`config.mk`:
```
export PLATFORM = sky130hd
export DESIGN_NAME = btn_debounce_reader_flat
export DESIGN_NICKNAME = d
export VERILOG_FILES = /design/src/rtl/btn_debounce_reader_if.sv /design/src/rtl/btn_debounce_reader.sv /design/src/flat_wrapper.sv
export SDC_FILE = /design/constraint.sdc
export NUM_CORES = 1
export LEC_CHECK = 0
export BUFFER_PORTS_ARGS = -buffer_cell sky130_fd_sc_hd__buf_4
export CORE_MARGIN = 3
export CORE_UTILIZATION = 51
export CTS_CLUSTER_DIAMETER = 60
export DETAILED_ROUTE_END_ITERATION = 7
export GPL_TIMING_DRIVEN = 0
export PLACE_DENSITY_LB_ADDON = 0.3
export REMOVE_ABC_BUFFERS = 1
export SLEW_MARGIN = 5
export SYNTH_ARGS = -nofsm -noshare
export SYNTH_HDL_FRONTEND = slang
export SYNTH_SLANG_ARGS = --single-unit
```
`constraint.sdc`:
```
create_clock -name sys_clk -period 2.67 [get_ports sys_clk]
set_clock_uncertainty 0.15 [all_clocks]
set_input_delay 0.1335 -clock sys_clk [delete_from_list [all_inputs] [get_ports sys_clk]]
set_output_delay 0.1335 -clock sys_clk [all_outputs]
set_load 0.005 [all_outputs]
```
`src/rtl/btn_debounce_reader_if.sv`:
```
// Button event bundle: raw active-low input plus debounced level and single-cycle event strobes.
// The master side is the debouncer. The slave side is the consumer that also owns the raw pin.
interface btn_debounce_reader_if;
    logic btn_n;
    logic btn_level;
    logic press_pulse;
    logic release_pulse;
    logic short_pulse;
    logic long_pulse;
    logic repeat_pulse;

    modport master (
        input  btn_n,
        output btn_level, press_pulse, release_pulse, short_pulse, long_pulse, repeat_pulse
    );

    modport slave (
        output btn_n,
        input  btn_level, press_pulse, release_pulse, short_pulse, long_pulse, repeat_pulse
    );
endinterface

```
`src/rtl/btn_debounce_reader.sv`:
```
// Synchronises, debounces and classifies one active-low push-button into press/release/short/long/repeat strobes.
// Latency: raw edge to press/release strobe is DEBOUNCE_CYC+3 cycles. Outputs are registered and there is no backpressure.
module btn_debounce_reader #(
    parameter int DEBOUNCE_CYC = 270_000,
    parameter int LONG_CYC     = 27_000_000,
    parameter int REPEAT_CYC   = 6_750_000,
    parameter int CNT_W        = 32
) (
    input  logic                  sys_clk,
    input  logic                  sys_rst_n,
    btn_debounce_reader_if.master btn_if
);

    typedef enum logic [1:0] {
        ST_RELEASED   = 2'd0,
        ST_PRESS_DB   = 2'd1,
        ST_PRESSED    = 2'd2,
        ST_RELEASE_DB = 2'd3
    } state_e;

    localparam logic [CNT_W-1:0] DB_LAST   = CNT_W'(DEBOUNCE_CYC - 1);
    localparam logic [CNT_W-1:0] LONG_LAST = CNT_W'(LONG_CYC - 1);
    localparam logic [CNT_W-1:0] REP_LAST  = CNT_W'(REPEAT_CYC - 1);
    localparam logic [CNT_W-1:0] CNT_ONE   = CNT_W'(1);

    state_e           state_q, state_d;
    logic             sync1_q, sync2_q;
    logic [CNT_W-1:0] db_cnt_q, db_cnt_d;
    logic [CNT_W-1:0] hold_cnt_q, hold_cnt_d;
    logic [CNT_W-1:0] rep_cnt_q, rep_cnt_d;
    logic             long_done_q, long_done_d;
    logic             level_q, level_d;
    logic             press_q, press_d;
    logic             release_q, release_d;
    logic             short_q, short_d;
    logic             long_q, long_d;
    logic             repeat_q, repeat_d;
    logic             btn_s;
    logic             db_done;

    assign btn_s   = ~sync2_q;
    assign db_done = (db_cnt_q == DB_LAST);

    // Synchroniser resets to the released level so reset never looks like a press edge.
    always_ff @(posedge sys_clk or negedge sys_rst_n) begin
        if (!sys_rst_n) begin
            sync1_q     <= 1'b1;
            sync2_q     <= 1'b1;
            state_q     <= ST_RELEASED;
            db_cnt_q    <= '0;
            hold_cnt_q  <= '0;
            rep_cnt_q   <= '0;
            long_done_q <= 1'b0;
            level_q     <= 1'b0;
            press_q     <= 1'b0;
            release_q   <= 1'b0;
            short_q     <= 1'b0;
            long_q      <= 1'b0;
            repeat_q    <= 1'b0;
        end else begin
            sync1_q     <= btn_if.btn_n;
            sync2_q     <= sync1_q;
            state_q     <= state_d;
            db_cnt_q    <= db_cnt_d;
            hold_cnt_q  <= hold_cnt_d;
            rep_cnt_q   <= rep_cnt_d;
            long_done_q <= long_done_d;
            level_q     <= level_d;
            press_q     <= press_d;
            release_q   <= release_d;
            short_q     <= short_d;
            long_q      <= long_d;
            repeat_q    <= repeat_d;
        end
    end

    // A completed debounce count takes priority over a simultaneous input change.
    always_comb begin
        state_d     = state_q;
        db_cnt_d    = db_cnt_q;
        hold_cnt_d  = hold_cnt_q;
        rep_cnt_d   = rep_cnt_q;
        long_done_d = long_done_q;
        case (state_q)
            ST_RELEASED: begin
                if (btn_s) begin
                    state_d  = ST_PRESS_DB;
                    db_cnt_d = '0;
                end
            end
            ST_PRESS_DB: begin
                if (db_done) begin
                    state_d     = ST_PRESSED;
                    hold_cnt_d  = '0;
                    long_done_d = 1'b0;
                end else if (!btn_s) begin
                    state_d = ST_RELEASED;
                end else begin
                    db_cnt_d = db_cnt_q + CNT_ONE;
                end
            end
            ST_PRESSED: begin
                if (!long_done_q) begin
                    if (hold_cnt_q == LONG_LAST) begin
                        long_done_d = 1'b1;
                        rep_cnt_d   = '0;
                    end else begin
                        hold_cnt_d = hold_cnt_q + CNT_ONE;
                    end
                end else if (rep_cnt_q == REP_LAST) begin
                    rep_cnt_d = '0;
                end else begin
                    rep_cnt_d = rep_cnt_q + CNT_ONE;
                end
                if (!btn_s) begin
                    state_d  = ST_RELEASE_DB;
                    db_cnt_d = '0;
                end
            end
            ST_RELEASE_DB: begin
                if (db_done) begin
                    state_d = ST_RELEASED;
                end else if (btn_s) begin
                    state_d = ST_PRESSED;
                end else begin
                    db_cnt_d = db_cnt_q + CNT_ONE;
                end
            end
            default: state_d = ST_RELEASED;
        endcase
    end

    always_comb begin
        level_d   = level_q;
        press_d   = 1'b0;
        release_d = 1'b0;
        short_d   = 1'b0;
        long_d    = 1'b0;
        repeat_d  = 1'b0;
        case (state_q)
            ST_PRESS_DB: begin
                if (db_done) begin
                    press_d = 1'b1;
                    level_d = 1'b1;
                end
            end
            ST_PRESSED: begin
                long_d   = !long_done_q && (hold_cnt_q == LONG_LAST);
                repeat_d = long_done_q && (rep_cnt_q == REP_LAST);
            end
            ST_RELEASE_DB: begin
                if (db_done) begin
                    release_d = 1'b1;
                    short_d   = !long_done_q;
                    level_d   = 1'b0;
                end
            end
            default: ;
        endcase
    end

    assign btn_if.btn_level     = level_q;
    assign btn_if.press_pulse   = press_q;
    assign btn_if.release_pulse = release_q;
    assign btn_if.short_pulse   = short_q;
    assign btn_if.long_pulse    = long_q;
    assign btn_if.repeat_pulse  = repeat_q;

endmodule

```
`src/flat_wrapper.sv`:
```
// flat-port wrapper written by rule: the top's interface ports become plain ports
module btn_debounce_reader_flat 
#(
    parameter int DEBOUNCE_CYC = 270_000,
    parameter int LONG_CYC     = 27_000_000,
    parameter int REPEAT_CYC   = 6_750_000,
    parameter int CNT_W        = 32
)
  (sys_clk, sys_rst_n, btn_if_btn_n, btn_if_btn_level, btn_if_press_pulse, btn_if_release_pulse, btn_if_short_pulse, btn_if_long_pulse, btn_if_repeat_pulse);
  btn_debounce_reader_if btn_if_i ();
  input  logic sys_clk;
  input  logic sys_rst_n;
  input wire logic [$bits(btn_if_i.btn_n)-1:0] btn_if_btn_n;
  output wire logic [$bits(btn_if_i.btn_level)-1:0] btn_if_btn_level;
  output wire logic [$bits(btn_if_i.press_pulse)-1:0] btn_if_press_pulse;
  output wire logic [$bits(btn_if_i.release_pulse)-1:0] btn_if_release_pulse;
  output wire logic [$bits(btn_if_i.short_pulse)-1:0] btn_if_short_pulse;
  output wire logic [$bits(btn_if_i.long_pulse)-1:0] btn_if_long_pulse;
  output wire logic [$bits(btn_if_i.repeat_pulse)-1:0] btn_if_repeat_pulse;
  assign btn_if_i.btn_n = btn_if_btn_n;
  assign btn_if_btn_level = btn_if_i.btn_level;
  assign btn_if_press_pulse = btn_if_i.press_pulse;
  assign btn_if_release_pulse = btn_if_i.release_pulse;
  assign btn_if_short_pulse = btn_if_i.short_pulse;
  assign btn_if_long_pulse = btn_if_i.long_pulse;
  assign btn_if_repeat_pulse = btn_if_i.repeat_pulse;
  btn_debounce_reader #(.DEBOUNCE_CYC(DEBOUNCE_CYC), .LONG_CYC(LONG_CYC), .REPEAT_CYC(REPEAT_CYC), .CNT_W(CNT_W)) u_core (.sys_clk(sys_clk), .sys_rst_n(sys_rst_n), .btn_if(btn_if_i));
endmodule
```
==> results of run 1 <==
## synthesized netlist by cell type, types with 3 or more instances
| cell type | number |
|---|---|
| and4_1 | 11 |
| nand3_1 | 30 |
| ha_1 | 3 |
| nor3_1 | 23 |
| a22o_1 | 9 |
| a41oi_1 | 10 |
| nor4b_1 | 3 |
| a221o_1 | 8 |
| nor4_1 | 23 |
| a21o_1 | 4 |
| mux2i_1 | 8 |
| nor2_1 | 43 |
| buf_2 | 12 |
| xor2_1 | 3 |
| nand4_1 | 24 |
| or3_1 | 10 |
| a31oi_1 | 44 |
| nand2_1 | 69 |
| o31ai_1 | 5 |
| and3_1 | 21 |
| dfrtp_1 | 105 |
| a21oi_1 | 36 |
| mux2_2 | 3 |
| o31a_1 | 3 |
| clkbuf_1 | 29 |
| o211ai_1 | 11 |
| or4_1 | 11 |
| and2_1 | 3 |
| nand2b_1 | 9 |
| nor3b_1 | 8 |
| xnor2_1 | 6 |
| or2_2 | 5 |
| o311ai_0 | 3 |
| inv_1 | 15 |
| o21ai_0 | 38 |
## cell usage in the layout (no fill, tap or decap), types with 4 or more instances in the layout
master / synthesis / final
o31ai_1: 5 / 5
xnor2_1: 6 / 6
inv_1: 15 / 15
or3_1: 10 / 10
or4_1: 11 / 8
nand2_1: 69 / 67
a22o_1: 9 / 9
nand4_1: 24 / 25
a41oi_1: 10 / 10
dfrtp_1: 105 / 103
nor3b_1: 8 / 8
or4_4: 1 / 4
and4_1: 11 / 10
nand2b_1: 9 / 8
o21ai_0: 38 / 38
o211ai_1: 11 / 11
mux2i_1: 8 / 8
a21o_1: 4 / 4
and3_1: 21 / 21
a221o_1: 8 / 8
nor2_1: 43 / 41
a31oi_1: 44 / 43
clkbuf_16: 0 / 9
nor4_4: 0 / 5
nand3_1: 30 / 29
nor4_1: 23 / 17
a21oi_1: 36 / 36
nor3_1: 23 / 23
or2_2: 5 / 5
buf_4: 1 / 22
## routing by layer
layer	track usage (%)	part of all wire (%)	vias up
li1	-	-	2620
met1	33.1	45	2780
met2	36.7	49	188
met3	2.68	5.5	10
met4	9.31	1.2	0
met5	0	0	-
## area by class of cell
type                    instances  area, um^2  area share [%]
inverters                      15        56.3           0.833
well taps                     143         179            2.65
repair buffers                 26         216            3.20
clock buffers                  14         264            3.91
flip-flops and latches        107        2680            39.7
multi-input cells             520        3350            49.6
clock inverters                 2        10.0           0.148
## repair_timing
item	in CTS	in global routing
gates cloned	2	2
gates resized for setup	18	12
setup buffers	5	10
pin swaps	3	6
hold endpoints to repair	106	0
endpoints found under the setup margin	69	43
hold buffers	2	0
## power breakdown
| part | switching (mW) | total, mW | internal, mW |
|---|---|---|---|
| registers | 0.0278 | 1.66 | 1.64 |
| clock network | 0.593 | 1.28 | 0.683 |
| logic | 0.0647 | 0.0890 | 0.0243 |
## worst paths after layout
path | start | to | slack, ns | cells past startpoint
worst max register to register | u_core.state_q[0] | u_core.rep_cnt_q[3] | 0.09 | 7
min in group asynchronous | sys_rst_n | u_core.rep_cnt_q[12] | 0.33 | 2
max in group asynchronous | sys_rst_n | u_core.state_q[0] | 1.36 | 2
worst min-delay path | u_core.sync1_q | u_core.sync2_q | 0.21 | 0
worst max-delay path | u_core.state_q[0] | u_core.rep_cnt_q[3] | 0.09 | 7
worst min register to register | u_core.sync1_q | u_core.sync2_q | 0.21 | 0
## sequential cells by signal, indices dropped and copies added (netlist names)
signal,cells
u_core.btn_if.btn_level,1
u_core.btn_if.long_pulse,1
u_core.btn_if.press_pulse,1
u_core.btn_if.release_pulse,1
u_core.btn_if.repeat_pulse,1
u_core.btn_if.short_pulse,1
u_core.db_cnt_q,32
u_core.hold_cnt_q,32
u_core.long_done_q,1
u_core.rep_cnt_q,32
u_core.state_q,2
u_core.sync1_q,1
u_core.sync2_q,1
## through the flow
| step | std cells | utilization (%) |
|---|---|---|
| 2_1_floorplan | 638 | - |
| 3_3_place_gp | 789 | 53.0 |
| 3_5_place_dp | 790 | 53.5 |
| 4_1_cts | 815 | 57.3 |
| 5_1_grt | 827 | 58.7 |
| 6_report | 827 | 58.7 |
## worst max-delay path, delay by kind of cell (launching register included)
family	cells	cell delay, ns
buffers and inverters	2	0.36
AND/OR/NAND/NOR	3	0.95
AO/OA/AOI/OAI	2	0.39
flip-flops	1	0.59
## kinds of logic after synthesis
logic type / after synthesis / synth area share [%]
AOI/OAI and AO/OA: 189 / 20.6
xor gates and xnor gates: 9 / 1.30
DFF: 107 / 44.3
and+or+nand+nor: 304 / 27.3
muxes: 11 / 1.88
buffers and inverters: 58 / 3.91
adders and majority gates: 3 / 0.621
==> flow_metrics.py, run 1 <==
metrics = {
    "clock_tree": {
        "cts.sinks": 107,
        "cts_buffer_depth": 2,
        "cts_tree": "done",
        "htree_levels": 3,
        "cts_inserted_buffers": 9,
        "root_buffer": "clkbuf_16",
        "clkLatencyLatePin_ns": 0.35,
        "path_clk_slew_ns": 0.07,
    },
    "finish": {
        "n_fill_cell": 1001,
        "postLayoutCellArea_um2": 6760,
        "layout.nets": 685,
        "drive_gt1_share_pct": 12.3,
        "n_antenna_cell": 0,
        "syn2layout_area_growth_pct": 11.8,
    },
    "yosys": {
        "postSynth.asyncResetShare_pct": 100,
        "netlist_area_um2": 6050,
        "synth.distinct_cells": 59,
        "synth-edff-count": 0,
        "ys.warnings.count": 0,
        "ys_seq_area_share_pct": 44.3,
        "synth_largest_area_cell": "dfrtp_1",
        "synth_ff_type": "dfrtp_1",
        "ys_ff_latch": 107,
        "syn_avg_cell_area_um2": 8.88,
        "synth_top_area_share_pct": 43.4,
        "synth_area_leaders": "dfrtp_1 (43%), a31oi_1 (4.6%), nand2_1 (4.3%)",
        "syn_inst": 681,
    },
    "route": {
        "viasPerCell": 6.77,
        "routed_wl_um": 15400,
        "drt-initial-drc-count": 487,
        "via_count": 5598,
        "drt_pass1_iterations": 5,
        "drc": 0,
        "antenna_left": 0,
        "wl_per_cell_um": 18.6,
    },
    "status": {
        "outcome": "finished clean",
    },
    "sta": {
        "max_freq_mhz": 388,
        "fin_crit_sh_pct": 96.5,
        "finalSetupTns_ns": 0,
        "period_needed_ns": 2.58,
        "slew_viol_final": 0,
        "worst_pin_slew_ns": 0.957,
        "max-slew-margin-rel_pct": 36.2,
        "hold_viol_final": 0,
        "fin_ws_ns": 0.0944,
        "hold_ws_ns": 0.207,
        "setup_violations": 0,
    },
    "floorplanning": {
        "initial_utilization_pct": 52.5,
        "rows": 39,
        "coreArea_um2": 11500,
        "dieArea_um2": 13200,
        "die_width_um": 115,
        "die_h_um": 115,
        "ios": 9,
    },
    "placed_design": {
        "port_buffers": 8,
        "post_dp_cell_area_um2": 6160,
        "gp_congestion": 0.870,
        "pre_cts_ws_ns": -1.59,
        "place_hpwl_um": 9410,
    },
    "grt": {
        "grt_pass1_vias": 5198,
        "grt_overflow": 0,
        "grt_max_degree": 108,
        "grt_pass1_wl_um": 25300,
        "grt_util_all_layers_pct": 23.3,
        "antenna_found_initial": 0,
    },
    "job": {
        "cap_violations": 0,
    },
    "power": {
        "p_per_area_nw_per_um2": 448,
        "p_total_mw": 3.03,
        "leakagePower_nw": 2.69,
        "ir_drop_uv": 268,
    },
    "worst_hold_path": {
        "hp-class": "flip-flop to flip-flop",
    },
    "critical_path": {
        "cpPeakStageDelay_ns": 0.59,
        "crit_fanout": 22,
        "endpoint_kind": "flip-flop",
        "start_kind": "flip-flop",
        "critical_path_arrival_ns": 2.67,
        "worst_path_max_delay_cell": "dfrtp_2",
        "path_class": "flip-flop to flip-flop",
        "worstPathCellList": "nand2b_2 -> nor4_4 -> nand4_1 -> buf_4 -> buf_4 -> a22o_1 -> a22o_1",
        "worstPathRequired_ns": 2.76,
    },
}
No activity file was read; power rests on OpenSTA's default activity.
==> inputs of run 2 (changes only) <==
- CORE_ASPECT_RATIO: unset -> 1.75
==> run 2 against run 1 <==
Against the previous run: sequential share of layout area down 0.27 points; combinational power grew 7.8%; final area is 0.72% higher; sequential cell count stayed put; first-iteration DRC count up 13%; worst setup slack gained 0.0019 ns; final cell count down 1.3%; sequential power about the same; critical path depth down 1; fmax is essentially flat; clock-buffer cell count is 3 lower; register-to-register slack is essentially flat; critical path type unchanged.
==> flow_metrics.py, run 2 (synthesized netlist as in run 1, its figures left out) <==
metrics = {
    "status": {
        "outcome": "finished clean",
    },
    "clock_tree": {
        "cts_inserted_buffers": 9,
        "cts_tree": "done",
        "cts_buffer_depth": 2,
        "path_clk_slew_ns": 0.07,
        "cts.sinks": 107,
        "htree_levels": 3,
        "clkLatencyLatePin_ns": 0.35,
        "root_buffer": "clkbuf_16",
    },
    "finish": {
        "drive_gt1_share_pct": 11.9,
        "syn2layout_area_growth_pct": 12.6,
        "layout_commonest_cell": "dfrtp_1",
        "n_antenna_cell": 0,
        "layout_common_cells": "dfrtp_1 (102), nand2_1 (67), a31oi_1 (43), nor2_1 (42), o21ai_0 (38)",
        "postLayoutCellArea_um2": 6810,
        "layout.nets": 682,
        "reg_top3": "u_core.db_cnt_q (32), u_core.hold_cnt_q (32), u_core.rep_cnt_q (32)",
        "final_util_pct": 58.8,
    },
    "job": {
        "cap_violations": 0,
    },
    "floorplanning": {
        "coreArea_um2": 11600,
        "initial_utilization_pct": 52.2,
        "ios": 9,
        "rows": 52,
        "die_h_um": 150,
        "die_width_um": 88.3,
        "dieArea_um2": 13300,
    },
    "power": {
        "p_total_mw": 3.25,
        "p_per_area_nw_per_um2": 477,
        "ir_drop_uv": 342,
        "leakagePower_nw": 2.72,
    },
    "grt": {
        "grt_util_all_layers_pct": 25.0,
        "antenna_found_initial": 0,
        "grt_pass1_wl_um": 26300,
        "grt_max_degree": 63,
        "grt_overflow": 0,
        "grt_pass1_vias": 5442,
    },
    "critical_path": {
        "worstPathRequired_ns": 2.75,
        "critical_path_arrival_ns": 2.66,
        "crit_fanout": 8,
        "path_class": "flip-flop to flip-flop",
        "endpoint_kind": "flip-flop",
        "start_kind": "flip-flop",
    },
    "route": {
        "antenna_left": 0,
        "wl_per_cell_um": 19.6,
        "wl_met1_um": 6190,
        "routed_wl_um": 16000,
        "met3WireLength_um": 757,
        "viasPerCell": 6.95,
        "drt-initial-drc-count": 551,
        "wl_met2_um": 8530,
        "via_count": 5675,
        "top_layer_used": "met4",
        "drc": 0,
        "drt_pass1_iterations": 6,
    },
    "sta": {
        "max-slew-margin-rel_pct": 32.9,
        "period_needed_ns": 2.57,
        "worst_pin_slew_ns": 1.01,
        "fin_crit_sh_pct": 96.4,
        "hold_viol_final": 0,
        "max_freq_mhz": 389,
        "finalSetupTns_ns": 0,
        "fin_ws_ns": 0.0963,
        "setup_violations": 0,
        "slew_viol_final": 0,
    },
    "placed_design": {
        "gp_congestion": 0.888,
        "pre_cts_ws_ns": -1.67,
        "post_dp_cell_area_um2": 6190,
        "port_buffers": 8,
        "place_hpwl_um": 10200,
    },
    "worst_hold_path": {
        "hp-class": "input pin to async pin",
    },
}
==> run 2: layout make-up <==
type | instances | area, um^2
Fill cell | 979 | 4770
Clock inverter | 5 | 85.1
Clock buffer | 11 | 253
Timing Repair Buffer | 23 | 218
Multi-Input combinational cell | 520 | 3340
Sequential cell | 107 | 2680
Inverter | 15 | 56.3
Tap cell | 135 | 169
==> run 2: worst paths after layout <==
path / startpoint / end / slack [ns] / cells past startpoint
setup reg to reg: u_core.hold_cnt_q[0] / u_core.hold_cnt_q[30] / 0.1 / 6
min in group sys_clk: u_core.sync1_q / u_core.sync2_q / 0.21 / 0
hold reg to reg: u_core.sync1_q / u_core.sync2_q / 0.21 / 0
hold / removal: sys_rst_n / u_core.db_cnt_q[29] / 0.19 / 2
max in group asynchronous: sys_rst_n / u_core.sync1_q / 1.39 / 3
setup / recovery: u_core.hold_cnt_q[0] / u_core.hold_cnt_q[30] / 0.1 / 6
==> run 2: repair_timing <==
action,CTS,global route
setup endpoints to repair,68,60
hold endpoints to repair,46,0
gates resized for setup,20,9
gates cloned,4,0
buffers inserted,8,3
pin swaps,4,8
hold buffers,2,0
==> run 2: per-layer routing <==
layer	vias to the layer above	global-route usage, %
met5	-	0
met4	0	11.1
met3	47	4.35
met2	212	43.7
met1	2807	29.2
li1	2609	-
==> run 2: worst max-delay path: stages (launching register included) <==
cell and delay (ns):
dfrtp_1 0.41, ha_1 0.23, nand3_2 0.17, or4_4 0.53, or4_4 0.51, and4_4 0.20
a221o_1 0.26
==> run 2: through the flow <==
step,instances,hold slack (ns)
after CTS,813,0.201
after floorplan,638,-0.312
after global routing,816,0.212
after detailed placement,783,0.0431
final,816,0.186
after global placement,781,0.0934
==> run 2: report_power, final <==
part	switching, mW	internal (mW)	leakage [nW]	total (mW)
clock network	0.610	0.877	0.162	1.49
logic	0.0674	0.0285	1.08	0.0959
registers	0.0281	1.64	1.48	1.66
total	0.705	2.54	2.72	3.25
